==> src/rtl/nibble_seq_mult.sv <==
// nibble_seq_mult
// Serial-in / serial-out sequential multiplier. Two WIDTH-bit operands arrive
// as 4-bit nibbles, least-significant first (A then B). The product is built
// by a radix-2 shift-add loop of WIDTH cycles. An optional sign fix-up cycle
// follows, and the 2*WIDTH-bit result is then streamed out as nibbles,
// least-significant first.
//
// Ports
//   clk          rising-edge clock
//   rst_n        asynchronous active-low reset
//   clear        synchronous abort; returns to LOAD_A, beats any handshake
//   signed_mode  two's-complement operands; sampled with the first A nibble
//   in_valid     in_nibble carries data
//   in_nibble    operand nibble, LS first
//   in_ready     a nibble is accepted this cycle (LOAD_A / LOAD_B only)
//   out_valid    out_nibble carries a product nibble
//   out_ready    consumer takes out_nibble this cycle
//   out_nibble   product nibble, LS first; 0 while out_valid is low
//   busy         high while computing (CALC and SIGN)
module nibble_seq_mult #(
  parameter int WIDTH     = 8,
  parameter bit SIGNED_EN = 1'b1
) (
  input  logic       clk,
  input  logic       rst_n,
  input  logic       clear,
  input  logic       signed_mode,
  input  logic       in_valid,
  input  logic [3:0] in_nibble,
  output logic       in_ready,
  output logic       out_valid,
  input  logic       out_ready,
  output logic [3:0] out_nibble,
  output logic       busy
);

  localparam int NIB_IN  = WIDTH / 4;
  localparam int NIB_OUT = WIDTH / 2;
  localparam int PW      = 2 * WIDTH;
  localparam int CW      = $clog2(WIDTH + 1);

  typedef enum logic [2:0] {LOAD_A, LOAD_B, CALC, SIGN, SEND} state_t;

  state_t           state;
  logic [CW-1:0]    cnt;
  logic [WIDTH-1:0] a_reg;
  logic [WIDTH-1:0] b_reg;
  logic [PW-1:0]    acc;
  logic             mode_signed;
  logic             neg;

  logic [WIDTH-1:0] ld_word;
  logic [WIDTH:0]   sum;
  logic [PW-1:0]    acc_final;

  // Magnitude of an operand. The most negative value maps onto itself, which
  // read as unsigned is the correct magnitude (e.g. 0x80 -> 128).
  function automatic logic [WIDTH-1:0] mag(input logic [WIDTH-1:0] v,
                                           input logic en);
    return (en && v[WIDTH-1]) ? (~v + WIDTH'(1)) : v;
  endfunction

  // Operand word being loaded, with the incoming nibble placed at the slot
  // selected by the nibble counter.
  always_comb begin
    ld_word = (state == LOAD_A) ? a_reg : b_reg;
    for (int i = 0; i < NIB_IN; i++) begin
      if (cnt == CW'(i)) ld_word[4*i +: 4] = in_nibble;
    end
  end

  // acc holds {partial sum, remaining multiplier bits}. Each step adds A to
  // the upper half when the multiplier LSB is set, then shifts right by one.
  always_comb begin
    sum       = {1'b0, acc[PW-1:WIDTH]} + {1'b0, (acc[0] ? a_reg : '0)};
    acc_final = neg ? (~acc + PW'(1)) : acc;
  end

  always_ff @(posedge clk or negedge rst_n) begin
    if (!rst_n) begin
      state       <= LOAD_A;
      cnt         <= '0;
      a_reg       <= '0;
      b_reg       <= '0;
      acc         <= '0;
      mode_signed <= 1'b0;
      neg         <= 1'b0;
      in_ready    <= 1'b1;
      out_valid   <= 1'b0;
      out_nibble  <= '0;
      busy        <= 1'b0;
    end else if (clear) begin
      state       <= LOAD_A;
      cnt         <= '0;
      a_reg       <= '0;
      b_reg       <= '0;
      acc         <= '0;
      mode_signed <= 1'b0;
      neg         <= 1'b0;
      in_ready    <= 1'b1;
      out_valid   <= 1'b0;
      out_nibble  <= '0;
      busy        <= 1'b0;
    end else begin
      case (state)
        LOAD_A: begin
          if (in_valid) begin
            a_reg <= ld_word;
            if (cnt == '0) mode_signed <= signed_mode & SIGNED_EN;
            if (cnt == CW'(NIB_IN - 1)) begin
              cnt   <= '0;
              state <= LOAD_B;
            end else begin
              cnt <= cnt + 1'b1;
            end
          end
        end

        LOAD_B: begin
          if (in_valid) begin
            b_reg <= ld_word;
            if (cnt == CW'(NIB_IN - 1)) begin
              // Operands become magnitudes here; the sign is reapplied in SIGN.
              a_reg    <= mag(a_reg, mode_signed);
              acc      <= {{WIDTH{1'b0}}, mag(ld_word, mode_signed)};
              neg      <= mode_signed & (a_reg[WIDTH-1] ^ ld_word[WIDTH-1]);
              cnt      <= '0;
              in_ready <= 1'b0;
              busy     <= 1'b1;
              state    <= CALC;
            end else begin
              cnt <= cnt + 1'b1;
            end
          end
        end

        CALC: begin
          acc <= {sum, acc[WIDTH-1:1]};
          if (cnt == CW'(WIDTH - 1)) begin
            cnt   <= '0;
            state <= SIGN;
          end else begin
            cnt <= cnt + 1'b1;
          end
        end

        SIGN: begin
          acc        <= acc_final;
          out_nibble <= acc_final[3:0];
          out_valid  <= 1'b1;
          busy       <= 1'b0;
          state      <= SEND;
        end

        SEND: begin
          if (out_ready) begin
            if (cnt == CW'(NIB_OUT - 1)) begin
              state       <= LOAD_A;
              cnt         <= '0;
              a_reg       <= '0;
              b_reg       <= '0;
              acc         <= '0;
              mode_signed <= 1'b0;
              neg         <= 1'b0;
              in_ready    <= 1'b1;
              out_valid   <= 1'b0;
              out_nibble  <= '0;
            end else begin
              acc        <= acc >> 4;
              out_nibble <= acc[7:4];
              cnt        <= cnt + 1'b1;
            end
          end
        end

        default: begin
          state    <= LOAD_A;
          cnt      <= '0;
          in_ready <= 1'b1;
        end
      endcase
    end
  end

endmodule

==> config.mk <==
export PLATFORM = sky130hd
export DESIGN_NAME = nibble_seq_mult
export DESIGN_NICKNAME = d
export VERILOG_FILES = /design/src/rtl/nibble_seq_mult.sv
export SDC_FILE = /design/constraint.sdc
export NUM_CORES = 1
export LEC_CHECK = 0
export BUFFER_PORTS_ARGS = -buffer_cell sky130_fd_sc_hd__buf_4
export CAP_MARGIN = 20
export CORE_MARGIN = 5
export CORE_UTILIZATION = 63
export DETAILED_ROUTE_END_ITERATION = 12
export GPL_TIMING_DRIVEN = 0
export HOLD_SLACK_MARGIN = 0.1
export PLACE_DENSITY = 0.81
export REMOVE_ABC_BUFFERS = 1
export SYNTH_ARGS = -nofsm -noshare
export SYNTH_HDL_FRONTEND = slang
export SYNTH_SLANG_ARGS = --single-unit
==> constraint.sdc <==
create_clock -name clk -period 3.6 [get_ports clk]
set_input_delay 0.36 -clock clk [delete_from_list [all_inputs] [get_ports clk]]
set_output_delay 0.36 -clock clk [all_outputs]
set_load 0.02 [all_outputs]
# Yosys cells after proc, flatten, opt, wreduce, memory -nomap -nowiden
# Cells that the tools add are included.
dict set report op_classes {
  n_mux 64
  add_sub_neg 5
  n_bitwise 5
  reduce_logical 24
  n_eq_ne 20
}
# cell n
set op_table {}
lappend op_table {{two-way mux 8 bit} 11}
lappend op_table {{two-way mux 16 bit} 5}
lappend op_table {{one-hot mux 16 bit (4 select lines)} 1}
lappend op_table {{two-way mux 4 bit} 11}
lappend op_table {{two-way mux 3 bit} 8}
lappend op_table {{inequality test 3 bit (second input constant)} 8}
lappend op_table {{one-hot mux 8 bit (3 select lines)} 1}
lappend op_table {{AND reduction 5 bit} 4}
lappend op_table {{two-way mux 1 bit} 17}
lappend op_table {{adder 16 x 1 -> 16 bit (second input constant)} 1}
lappend op_table {{adder 8 x 1 -> 8 bit (second input constant)} 2}
lappend op_table {{NOT 16 bit} 1}
lappend op_table {{NOT 8 bit} 2}
lappend op_table {{one-hot mux 4 bit (4 select lines)} 1}
lappend op_table {{one-hot mux 8 bit (2 select lines)} 1}
lappend op_table {{one-hot mux 3 bit (5 select lines)} 1}
lappend op_table {{AND reduction 7 bit} 2}
lappend op_table {{two-way mux 12 bit} 1}
lappend op_table {{nonzero test 3 bit} 4}
lappend op_table {{adder 8 x 8 -> 9 bit} 1}
lappend op_table {{AND reduction 3 bit} 3}
lappend op_table {{one-hot mux 1 bit (2 select lines)} 4}
lappend op_table {{one-hot mux 4 bit (2 select lines)} 1}
lappend op_table {{AND reduction 4 bit} 2}
lappend op_table {{other kinds (22)} 25}
dict set report totals {
  reg_bits 48
  output_inout_bits 7
}

# Longest topological paths before layout
# Gate-level depths: netlist (run 1).
dict set report logic_depth {
  ltp_word 10
  ltp_mapped 12
  mapped_depth_nobuf 11
}

# Worst setup path after synthesis (run 1)
# OpenSTA, ideal clock, no wires.
dict set report synth_timing {
  kind {register -> register}
  from {register state[2]}
  to {register acc[6]}
  stages_incl_launch_ff 13
  required_time_ns 3.468
  path_buffers 2
  synth_period_minus_slack_ns 2.484
  path_slack_ns 1.116
  setup_ns 0.132
  arrival_time_ns 2.352
  path_cell_list {dfrtp_1 buf_6 nor3_2 buf_4 mux2i_1 nor2_1 a21oi_1 ha_1 o21ai_0 a31oi_1 nand3_1 a2111oi_0 nor2_1}
}
dict set report synth_between {
  elab_chain_cells 10
  elab_cells_between_ends 22
}
# item line_no
set synth_rtl {}
lappend synth_rtl {{from (decl)} 44} ;# state_t state;
lappend synth_rtl {{from (signal assigned)} 81} ;# state <= LOAD_A;
lappend synth_rtl {{from (signal assigned)} 93} ;# state <= LOAD_A;
lappend synth_rtl {{from (signal assigned)} 112} ;# state <= LOAD_B;
lappend synth_rtl {{zero test 3 bit} 66} ;# ld_word = (state == LOAD_A) ? a_reg : b_reg;
lappend synth_rtl {{two-way mux 8 bit} 66}
lappend synth_rtl {{two-way mux 4 bit} 68} ;# if (cnt == CW'(i)) ld_word[4*i +: 4] = in_nibble;
lappend synth_rtl {{NOT 8 bit} 60} ;# return (en && v[WIDTH-1]) ? (~v + WIDTH'(1)) : v;
lappend synth_rtl {{adder 8 x 1 -> 8 bit} 60}
lappend synth_rtl {{two-way mux 8 bit} 60}
lappend synth_rtl {{two-way mux 16 bit} 122} ;# if (cnt == CW'(NIB_IN - 1)) begin
lappend synth_rtl {{two-way mux 16 bit} 120} ;# if (in_valid) begin
lappend synth_rtl {{one-hot mux 16 bit (4 select lines)} 105} ;# case (state)
lappend synth_rtl {{two-way mux 16 bit} 92} ;# end else if (clear) begin
lappend synth_rtl {{to (signal assigned)} 125} ;# acc <= {{WIDTH{1'b0}}, mag(ld_word, mode_signed)};
lappend synth_rtl {{to (signal assigned)} 138} ;# acc <= {sum, acc[WIDTH-1:1]};
lappend synth_rtl {{to (signal assigned)} 148} ;# acc <= acc_final;
lappend synth_rtl {{to (decl)} 48} ;# logic [PW-1:0] acc;
# Several ways; a longest one is shown, not always the timed one. The select of a mux whose other input is x is not followed.
# A chain may end at the register's enable or synchronous reset.

# Worst setup path after layout (run 1)
dict set report layout_timing {
  from {register state[1]}
  to {register acc[6]}
}
# The elaborated chain is that of the path after synthesis.

==> summary.txt, run 1 <==
Route
  – Drt drc: 0
  – First-pass iteration count of the detailed router: 5
  – Vias per cell: 7.01
  – Vias: 3847
  – Initial DRC count: 344
  – Routed Antenna Nets: 0
  – Total Wirelength: 10700 um
  – Drt wl/cell: 19.5 um

Global route
  – Largest net degree at the start of global routing: 49
  – Routing usage on met2: 0.457
  – Met1 Use GR: 0.393
  – Met3 global-route usage: 0.0442
  – Antenna violations before repair: 0
  – Vias in the first global route: 3514
  – Tot GR Track Use: 0.286
  – Global-route wire length before repair: 17800 um
  – Busiest layer in global routing: met2
  – GRT overflow: 0

Place
  – IO buf count: 16
  – HPWL Detailed: 7470 um
  – Routability cong.: 0.890

Synth
  – Top_reg_cell synth: dfrtp_1
  – Mapped Cells: 473
  – Mean post-synth cell area: 8.37 um2
  – Synth top area cells: dfrtp_1, ha_1, nor2_1, nand2_1, a21oi_1
  – Area leader, netlist: dfrtp_1
  – Top-area cell type share of the netlist area: 0.297
  – Post-synth EDFFs: 0
  – Asr flop ratio synth: 1.00
  – Synth cell types: 77
  – Post-synthesis register bit count: 48
  – Mapped cell area: 3960 um2
  – YS warnings: 0
  – Seq/Total Area, Yosys: 0.304

Pwr
  – Combinational power share: 0.585
  – Share of power burned in registers: 0.291
  – Switching Fraction: 0.495
  – Leakage: 1.80 nW
  – Sw Pwr: 1.59 mW
  – Clock power share: 0.124
  – Power per cell area: 770 nW/um2
  – Int Power: 1.63 mW
  – VDD IR-drop max: 0.000535 V

Status
  – Status: finished, final reports clean

Floorplan
  – Die width: 89.3 um
  – Die area: 7970 um2
  – Row cnt: 28
  – Initial Util: 0.657
  – Die H: 89.3 um
  – Core box area: 6030 um2
  – IO Count: 17

Critical path
  – FF-to-FF End: acc[6]
  – RR Startpoint: state[1]
  – Setup crit start kind: flop
  – R2R setup slack: 0.28 ns
  – Arrival time worst endpoint: 3.51 ns
  – Critical path class: flop to flop
  – Worst r2r path cells: 10
  – Worst endpoint required time: 3.79 ns
  – Crit Path Max Fanout: 25
  – CP endpoint kind: flop

Min path
  – Hold path depth: 3
  – Hold WC Path Type: input port to flop
  – Min-delay src: signed_mode
  – Hold Path Sink: mode_signed

Finish
  – Fin util: 0.692
  – Max FFs per register: 16
  – Most common cell after layout, fill and taps aside: dfrtp_1
  – N_diodes: 0
  – Register Area: 1200 um2
  – Most frequent cells in the layout: dfrtp_1, nor2_1, nand2_1, a21oi_1, o21ai_0
  – # fillers: 494
  – Nets: 498
  – Layout area overhead: 5.44%
  – Multi-input gate area: 2570 um2
  – Share of cells above drive strength 1: 0.120

CTS
  – CTS sink count: 48
  – CTS tree: done
  – Root Buffer: clkbuf_8
  – H-Tree Depth: 2
  – TritonCTS buffer count: 5
  – Clk buf depth: 2
  – Later-pin clock latency in the skew report: 0.31 ns
  – Clock transition at the registers of the reported paths: 0.09 ns

Timing
  – Final Skew: 0.00579 ns
  – RSZ-0062 raised after global routing: false
  – Worst-Margin Slew: 0.885 ns
  – Final Hold Vio Count: 0
  – Fin. max-slew vios: 0
  – Fmax: 302 MHz
  – Slew HR: 0.408
  – Final setup fails: 0
  – Setup TNS Final: 0 ns
  – Final Cycle Share: 0.921
  – Min Tclk post-route: 3.32 ns

Job
  – Max Cap Viol: 0
==> synthesized netlist by cell type (6+ instances only) <==
| master | n |
|---|---|
| nand2b_1 | 12 |
| dfrtp_1 | 47 |
| nor4_1 | 8 |
| nor2_1 | 46 |
| nand3_1 | 8 |
| xor2_1 | 11 |
| xnor2_1 | 7 |
| a21oi_1 | 31 |
| o21ai_0 | 30 |
| a22o_1 | 7 |
| nor3_1 | 24 |
| inv_1 | 13 |
| o31ai_1 | 17 |
| nand2_1 | 42 |
| clkbuf_1 | 11 |
| and2_1 | 8 |
| buf_2 | 8 |
| ha_1 | 14 |
| a22oi_1 | 6 |
==> how the worst max path moves through the flow <==
stage | endpoint | start
after floorplan | acc[6] | state[1]
after global placement | acc[6] | state[1]
after detailed placement | acc[6] | state[0]
after CTS | acc[6] | state[0]
after global routing | acc[6] | state[1]
final | acc[6] | state[1]
==> cell families (layout without fill, tap and decap cells) <==
kind of cell | Yosys count | after routing | share of synthesized area
buf+inv | 40 | 41 | 0.0500
xor+xnor | 18 | 18 | 0.0398
mux | 5 | 5 | 0.0130
simple gates | 189 | 189 | 0.254
fa+ha+maj | 15 | 15 | 0.0493
flops | 48 | 48 | 0.304
compound gates | 158 | 158 | 0.291
==> power groups by stage <==
stage / clock, mW / sequential, mW / combinational [mW]
2_1_floorplan: 0 / 0.869 / 1.36
3_3_place_gp: 0 / 0.921 / 1.74
3_5_place_dp: 0 / 0.929 / 1.77
4_1_cts: 0.403 / 0.923 / 1.79
5_1_grt: 0.424 / 0.965 / 2.06
6_report: 0.397 / 0.936 / 1.88
==> per-layer routing <==
layer	wire, um	up-vias	share of wire
met5	0	-	0
met4	348	0	0.032
met3	945	44	0.088
met2	4950	227	0.46
met1	4490	1800	0.42
li1	-	1776	-
==> final cells by class <==
| cell class | instances | share of cell area |
|---|---|---|
| Clock inverter | 2 | 0.00840 |
| Multi-Input combinational cell | 385 | 0.615 |
| Sequential cell | 48 | 0.288 |
| Timing Repair Buffer | 20 | 0.0366 |
| Inverter | 13 | 0.0117 |
| Clock buffer | 6 | 0.0174 |
| Tap cell | 75 | 0.0225 |
==> worst max-delay path: stages, from the launching register on <==
cell	delay, ns
dfrtp_1	0.72
nor3_4	0.50
mux2i_1	0.26
nor2_1	0.07
a21oi_2	0.34
ha_1	0.25
o21ai_0	0.09
a31oi_1	0.28
nand3_1	0.16
a2111oi_0	0.45
nor2_1	0.07
==> metrics by stage <==
| step | setup WS [ns] | std cells | cell area, um2 | total power [mW] | hold WS, ns |
|---|---|---|---|---|---|
| floorplan | 0.723 | 446 | 3810 | 2.23 | 0.0644 |
| global placement | -0.00165 | 537 | 4020 | 2.66 | 0.414 |
| detailed placement | -0.0344 | 537 | 4020 | 2.70 | 0.416 |
| global route | 0.0747 | 549 | 4170 | 3.45 | 0.348 |
| CTS | 0.102 | 546 | 4150 | 3.12 | 0.309 |
| finish | 0.284 | 549 | 4170 | 3.21 | 0.318 |
==> timing repair <==
| item | 4_1_cts | 5_1_grt |
|---|---|---|
| hold endpoints to repair | 47 | 0 |
| resized for setup | 1 | 1 |
| setup endpoints to repair | 1 | 2 |
| setup buffers | 0 | 3 |
| hold buffers | 1 | 0 |
| pin swaps | 0 | 1 |
No activity file was read; power rests on OpenSTA's default activity.
==> inputs of run 2 (changes only) <==
==> constraint.sdc (replaced) <==
create_clock -name clk -period 3.6 [get_ports clk]
set_input_delay 0.72 -clock clk [delete_from_list [all_inputs] [get_ports clk]]
set_output_delay 0.72 -clock clk [all_outputs]
set_load 0.02 [all_outputs]
==> run 2 against run 1 <==
  * Wire length down 0.26%
  * Clock skew increased by 0.0022 ns
  * First-iteration DRC count rose by 13%
  * Sequential share of layout area increased by 0.069 points
  * Combinational power barely moved
  * Largest power group unchanged
  * Register-to-register slack about the same
  * Cell count decreased by 0.18%
  * Global-route usage about the same
==> summary.txt, run 2 (synthesis results as in run 1) <==
Status
  – Status: finished, final reports clean

Floorplan
  – Die area: 7970 um2
  – IO Count: 17
  – Die width: 89.3 um
  – Initial Util: 0.657
  – Die H: 89.3 um
  – Row cnt: 28
  – Core box area: 6030 um2

Pwr
  – VDD IR-drop max: 0.000535 V
  – Power per cell area: 772 nW/um2
  – Switching Fraction: 0.494
  – Leakage: 1.79 nW
  – Clock power share: 0.125
  – Int Power: 1.62 mW
  – Share of power burned in registers: 0.291
  – Sw Pwr: 1.59 mW
  – Total Power: 3.21 mW
  – Combinational power share: 0.585

CTS
  – CTS sink count: 48
  – Root Buffer: clkbuf_8
  – Clock transition at the registers of the reported paths: 0.09 ns
  – Cts-stage hold buffer count: 0
  – CTS tree: done
  – H-Tree Depth: 2
  – Later-pin clock latency in the skew report: 0.32 ns
  – Clk buf depth: 2
  – TritonCTS buffer count: 5

Finish
  – Design Area, Final: 4160 um2
  – N_diodes: 0
  – Most frequent cells in the layout: dfrtp_1, nor2_1, nand2_1, a21oi_1, o21ai_0
  – Share of cells above drive strength 1: 0.121
  – # fillers: 497
  – Most common cell after layout, fill and taps aside: dfrtp_1
  – Non-Filler Instances: 548
  – Max FFs per register: 16
  – Nets: 497
  – Layout area overhead: 5.18%

Timing
  – Final Cycle Share: 0.923
  – Final Skew: 0.00796 ns
  – Fin. max-slew vios: 0
  – Final Hold Vio Count: 0
  – Fmax: 301 MHz
  – Final setup fails: 0
  – RSZ-0062 raised after global routing: false
  – Slew HR: 0.391
  – Final setup margin: 0.279 ns
  – Min Tclk post-route: 3.32 ns
  – Setup TNS Final: 0 ns
  – Worst-Margin Slew: 0.911 ns

Route
  – Total Wirelength: 10700 um
  – Vias: 3833
  – Routed Antenna Nets: 0
  – First-pass iteration count of the detailed router: 5
  – Drt wl/cell: 19.5 um
  – Vias per cell: 6.99
  – Drt drc: 0
  – Initial DRC count: 388

Critical path
  – Critical path class: flop to flop
  – Worst endpoint required time: 3.79 ns
  – Slowest cell on crit path: dfrtp_1
  – Worst path most repeated cell: nor2_1
  – Arrival time worst endpoint: 3.51 ns
  – CP endpoint kind: flop
  – Cell family with most CP delay: compound AO/OA/AOI/OAI gates
  – R2R setup slack: 0.28 ns
  – Setup crit start kind: flop
  – Crit Path Max Fanout: 25
  – Worst path cell trace: nor3_4 > mux2i_1 > nor2_1 > a21oi_2 > ha_1 > o21ai_0 > a31oi_1 > nand3_1 > a2111oi_0 > nor2_1
  – Slowest Stage Delay on Critical Path: 0.71 ns
  – WP buf/inv: 0

Job
  – Max Cap Viol: 0

Global route
  – GRT overflow: 0
  – Largest net degree at the start of global routing: 49
  – Vias in the first global route: 3506
  – Tot GR Track Use: 0.286
  – Global-route wire length before repair: 17800 um
  – Antenna violations before repair: 0

Place
  – HPWL Detailed: 7470 um
  – Routability cong.: 0.890
  – Dpl cells: 537
  – IO buf count: 16
  – Pre-CTS setup slack: -0.0344 ns
  – Placed instance area: 4020 um2

Min path
  – Hold WC Path Type: input port to async pin
==> run 2: layer usage <==
layer	vias to the layer above	wire, um	global-route usage
li1	1769	-	-
met2	225	4920	0.455
met5	-	0	0
met4	0	386	0.103
met1	1789	4470	0.393
met3	50	924	0.0442
==> run 2: area by class of cell <==
type                    instances  area [um2]  area share
multi-input cells             385        2570       0.617
flip-flops and latches         48        1200       0.289
repair buffers                 19         143      0.0343
well taps                      75        93.8      0.0225
clock buffers                   6        72.6      0.0174
inverters                      13        48.8      0.0117
clock inverters                 2        35.0     0.00842
==> run 2: power by group through the flow <==
stage | registers [mW] | logic [mW] | clock network (mW)
after detailed placement | 0.929 | 1.77 | 0
after global routing | 0.965 | 2.06 | 0.424
final | 0.933 | 1.88 | 0.401
after global placement | 0.921 | 1.74 | 0
after CTS | 0.923 | 1.79 | 0.403
after floorplan | 0.869 | 1.36 | 0
==> run 2: timing repair <==
item | in CTS | in global routing
hold endpoints to repair | 0 | 0
endpoints found under the setup margin | 1 | 2
buffers inserted | 0 | 3
pin swaps | 0 | 1
gates resized for setup | 1 | 1
==> run 2: stage by stage <==
step / hold WS, ns / utilization
floorplan: 0.424 / -
global placement: 0.461 / 0.668
detailed placement: 0.469 / 0.668
CTS: 0.440 / 0.686
global route: 0.458 / 0.691
finish: 0.414 / 0.691
==> run 2: path summary, 6_finish.rpt <==
check                               from  cells after the start       endpoint
min reg2reg                out_nibble[1]                      2  out_nibble[1]
max                             state[1]                     10         acc[6]
max reg2reg                     state[1]                     10         acc[6]
max in group asynchronous          rst_n                      1         acc[4]
min                                rst_n                      1         acc[9]
min in group clk           out_nibble[1]                      2  out_nibble[1]
==> inputs of run 3 (changes only) <==
- CORE_MARGIN: 5 -> 1
==> run 3 against run 2 <==
  * Power hardly changed
  * Worst setup slack worse by 0.14 ns
  * Die area fell by 17%
  * Maximum frequency down 3.9%
  * Core utilization up 0.47 points
  * Cell count rose by 0.18%
  * Wire length is 3.7% lower
  * Critical path type unchanged
==> summary.txt, run 3 (synthesis results as in run 1) <==
Finish
  – Most common cell after layout, fill and taps aside: dfrtp_1
  – Nets: 498
  – Share of cells above drive strength 1: 0.120
  – # fillers: 464
  – Layout area overhead: 5.28%
  – N_diodes: 0
  – Max FFs per register: 16
  – Most frequent cells in the layout: dfrtp_1, nor2_1, nand2_1, a21oi_1, o21ai_0
  – Fin util: 0.695

Place
  – IO buf count: 16
  – Routability cong.: 0.951
  – HPWL Detailed: 7310 um

Global route
  – Largest net degree at the start of global routing: 49
  – Global-route wire length before repair: 16900 um
  – Vias in the first global route: 3373
  – GRT overflow: 0
  – Tot GR Track Use: 0.334
  – Antenna violations before repair: 0

Timing
  – Hold WS: 0.428 ns
  – Fmax: 289 MHz
  – Final Hold Vio Count: 0
  – Final setup fails: 0
  – Slew HR: 0.364
  – Worst-Margin Slew: 0.951 ns
  – Final Skew: 0.0113 ns
  – Fin. max-slew vios: 0
  – Final Cycle Share: 0.960
  – Min Tclk post-route: 3.46 ns

Pwr
  – VDD IR-drop max: 0.000464 V
  – Switching Fraction: 0.491
  – Clock power share: 0.123
  – Leakage: 1.80 nW
  – Share of power burned in registers: 0.290
  – Combinational power share: 0.587
  – Int Power: 1.63 mW
  – Sw Pwr: 1.58 mW
  – Power per cell area: 771 nW/um2

Job
  – Max Cap Viol: 0

Critical path
  – Cell family with most CP delay: compound AO/OA/AOI/OAI gates
  – Worst path cell trace: nor3_4 > mux2i_1 > nor2_1 > a21oi_1 > ha_1 > o21ai_0 > a31oi_1 > nand3_1 > a2111oi_0 > nor2_1
  – Worst path most repeated cell: nor2_1
  – Critical path class: flop to flop
  – CP endpoint kind: flop
  – Worst endpoint required time: 3.79 ns
  – WP buf/inv: 0
  – Slowest Stage Delay on Critical Path: 0.70 ns
  – Setup crit start kind: flop
  – Arrival time worst endpoint: 3.65 ns
  – Slowest cell on crit path: dfrtp_1
  – Crit Path Max Fanout: 25

Route
  – First-pass iteration count of the detailed router: 5
  – Drt drc: 0
  – Vias: 3766
  – Drt wl/cell: 18.8 um
  – Routed Antenna Nets: 0
  – Initial DRC count: 361
  – Total Wirelength: 10300 um
  – Vias per cell: 6.86

CTS
  – Root Buffer: clkbuf_8
  – TritonCTS buffer count: 5
  – Later-pin clock latency in the skew report: 0.31 ns
  – CTS sink count: 48
  – CTS tree: done
  – Clock transition at the registers of the reported paths: 0.10 ns
  – Clk buf depth: 2
  – H-Tree Depth: 2
  – Cts-stage hold buffer count: 0

Floorplan
  – Die H: 81.3 um
  – IO Count: 17
  – Row cnt: 28
  – Die width: 81.3 um
  – Initial Util: 0.661
  – Core box area: 5990 um2
  – Die area: 6600 um2

Status
  – Status: finished, final reports clean

Min path
  – Hold WC Path Type: input port to async pin
==> run 3: what timing repair did <==
action / 4_1_cts / 5_1_grt
gates resized for setup: 1 / 0
endpoints found under the setup margin: 1 / 1
buffers inserted: 0 / 4
pin swaps: 0 / 1
==> run 3: path summary, 6_finish.rpt <==
path	slack (ns)	startpoint	endpoint	depth (start not counted)
hold / removal	0.43	rst_n	b_reg[7]	1
setup reg to reg	0.14	state[1]	acc[6]	10
min in group clk	0.49	b_reg[6]	b_reg[6]	2
max in group asynchronous	2.76	rst_n	b_reg[4]	1
setup / recovery	0.14	state[1]	acc[6]	10
hold reg to reg	0.49	b_reg[6]	b_reg[6]	2
==> run 3: final cells by class <==
cell class,instances,area [um2],share of cell area
multi-input combinational,385,2560,0.615
timing repair buffer,20,150,0.0360
clock buffer,6,72.6,0.0174
sequential,48,1200,0.289
tap,75,93.8,0.0225
clock inverter,2,35.0,0.00841
inverter,13,48.8,0.0117
==> run 3: power groups by stage <==
| stage | combinational [mW] | clock, mW | sequential [mW] |
|---|---|---|---|
| finish | 1.88 | 0.395 | 0.932 |
| global route | 2.04 | 0.420 | 0.956 |
| CTS | 1.79 | 0.402 | 0.922 |
| detailed placement | 1.77 | 0 | 0.928 |
| global placement | 1.73 | 0 | 0.923 |
| floorplan | 1.36 | 0 | 0.869 |
==> run 3: per-stage QoR <==
stage | instance area, um2 | power (mW) | setup WS (ns) | instances | setup TNS (ns)
after floorplan | 3810 | 2.23 | 0.723 | 446 | 0
after global routing | 4170 | 3.42 | -0.00626 | 549 | -0.00626
after global placement | 4020 | 2.65 | -0.0172 | 537 | -0.0172
after detailed placement | 4020 | 2.70 | -0.0404 | 537 | -0.0404
final | 4170 | 3.21 | 0.143 | 549 | 0
after CTS | 4140 | 3.12 | 0.120 | 545 | 0
==> run 3: per-layer routing <==
metal  track usage  share of wire  up-vias  routed length (um)
li1              -              -     1773                   -
met1         0.437           0.42     1748                4310
met2         0.552           0.47      205                4840
met3        0.0449          0.080       40                 820
met4         0.134          0.032        0                 333
met5             0              0        -                   0
==> run 3: worst register-to-register path, delay by kind of cell, from the launching register on <==
family | cells | cell delay, ns
compound gates | 4 | 1.32
fa+ha+maj | 1 | 0.29
flops | 1 | 0.70
mux | 1 | 0.25
simple gates | 4 | 0.79
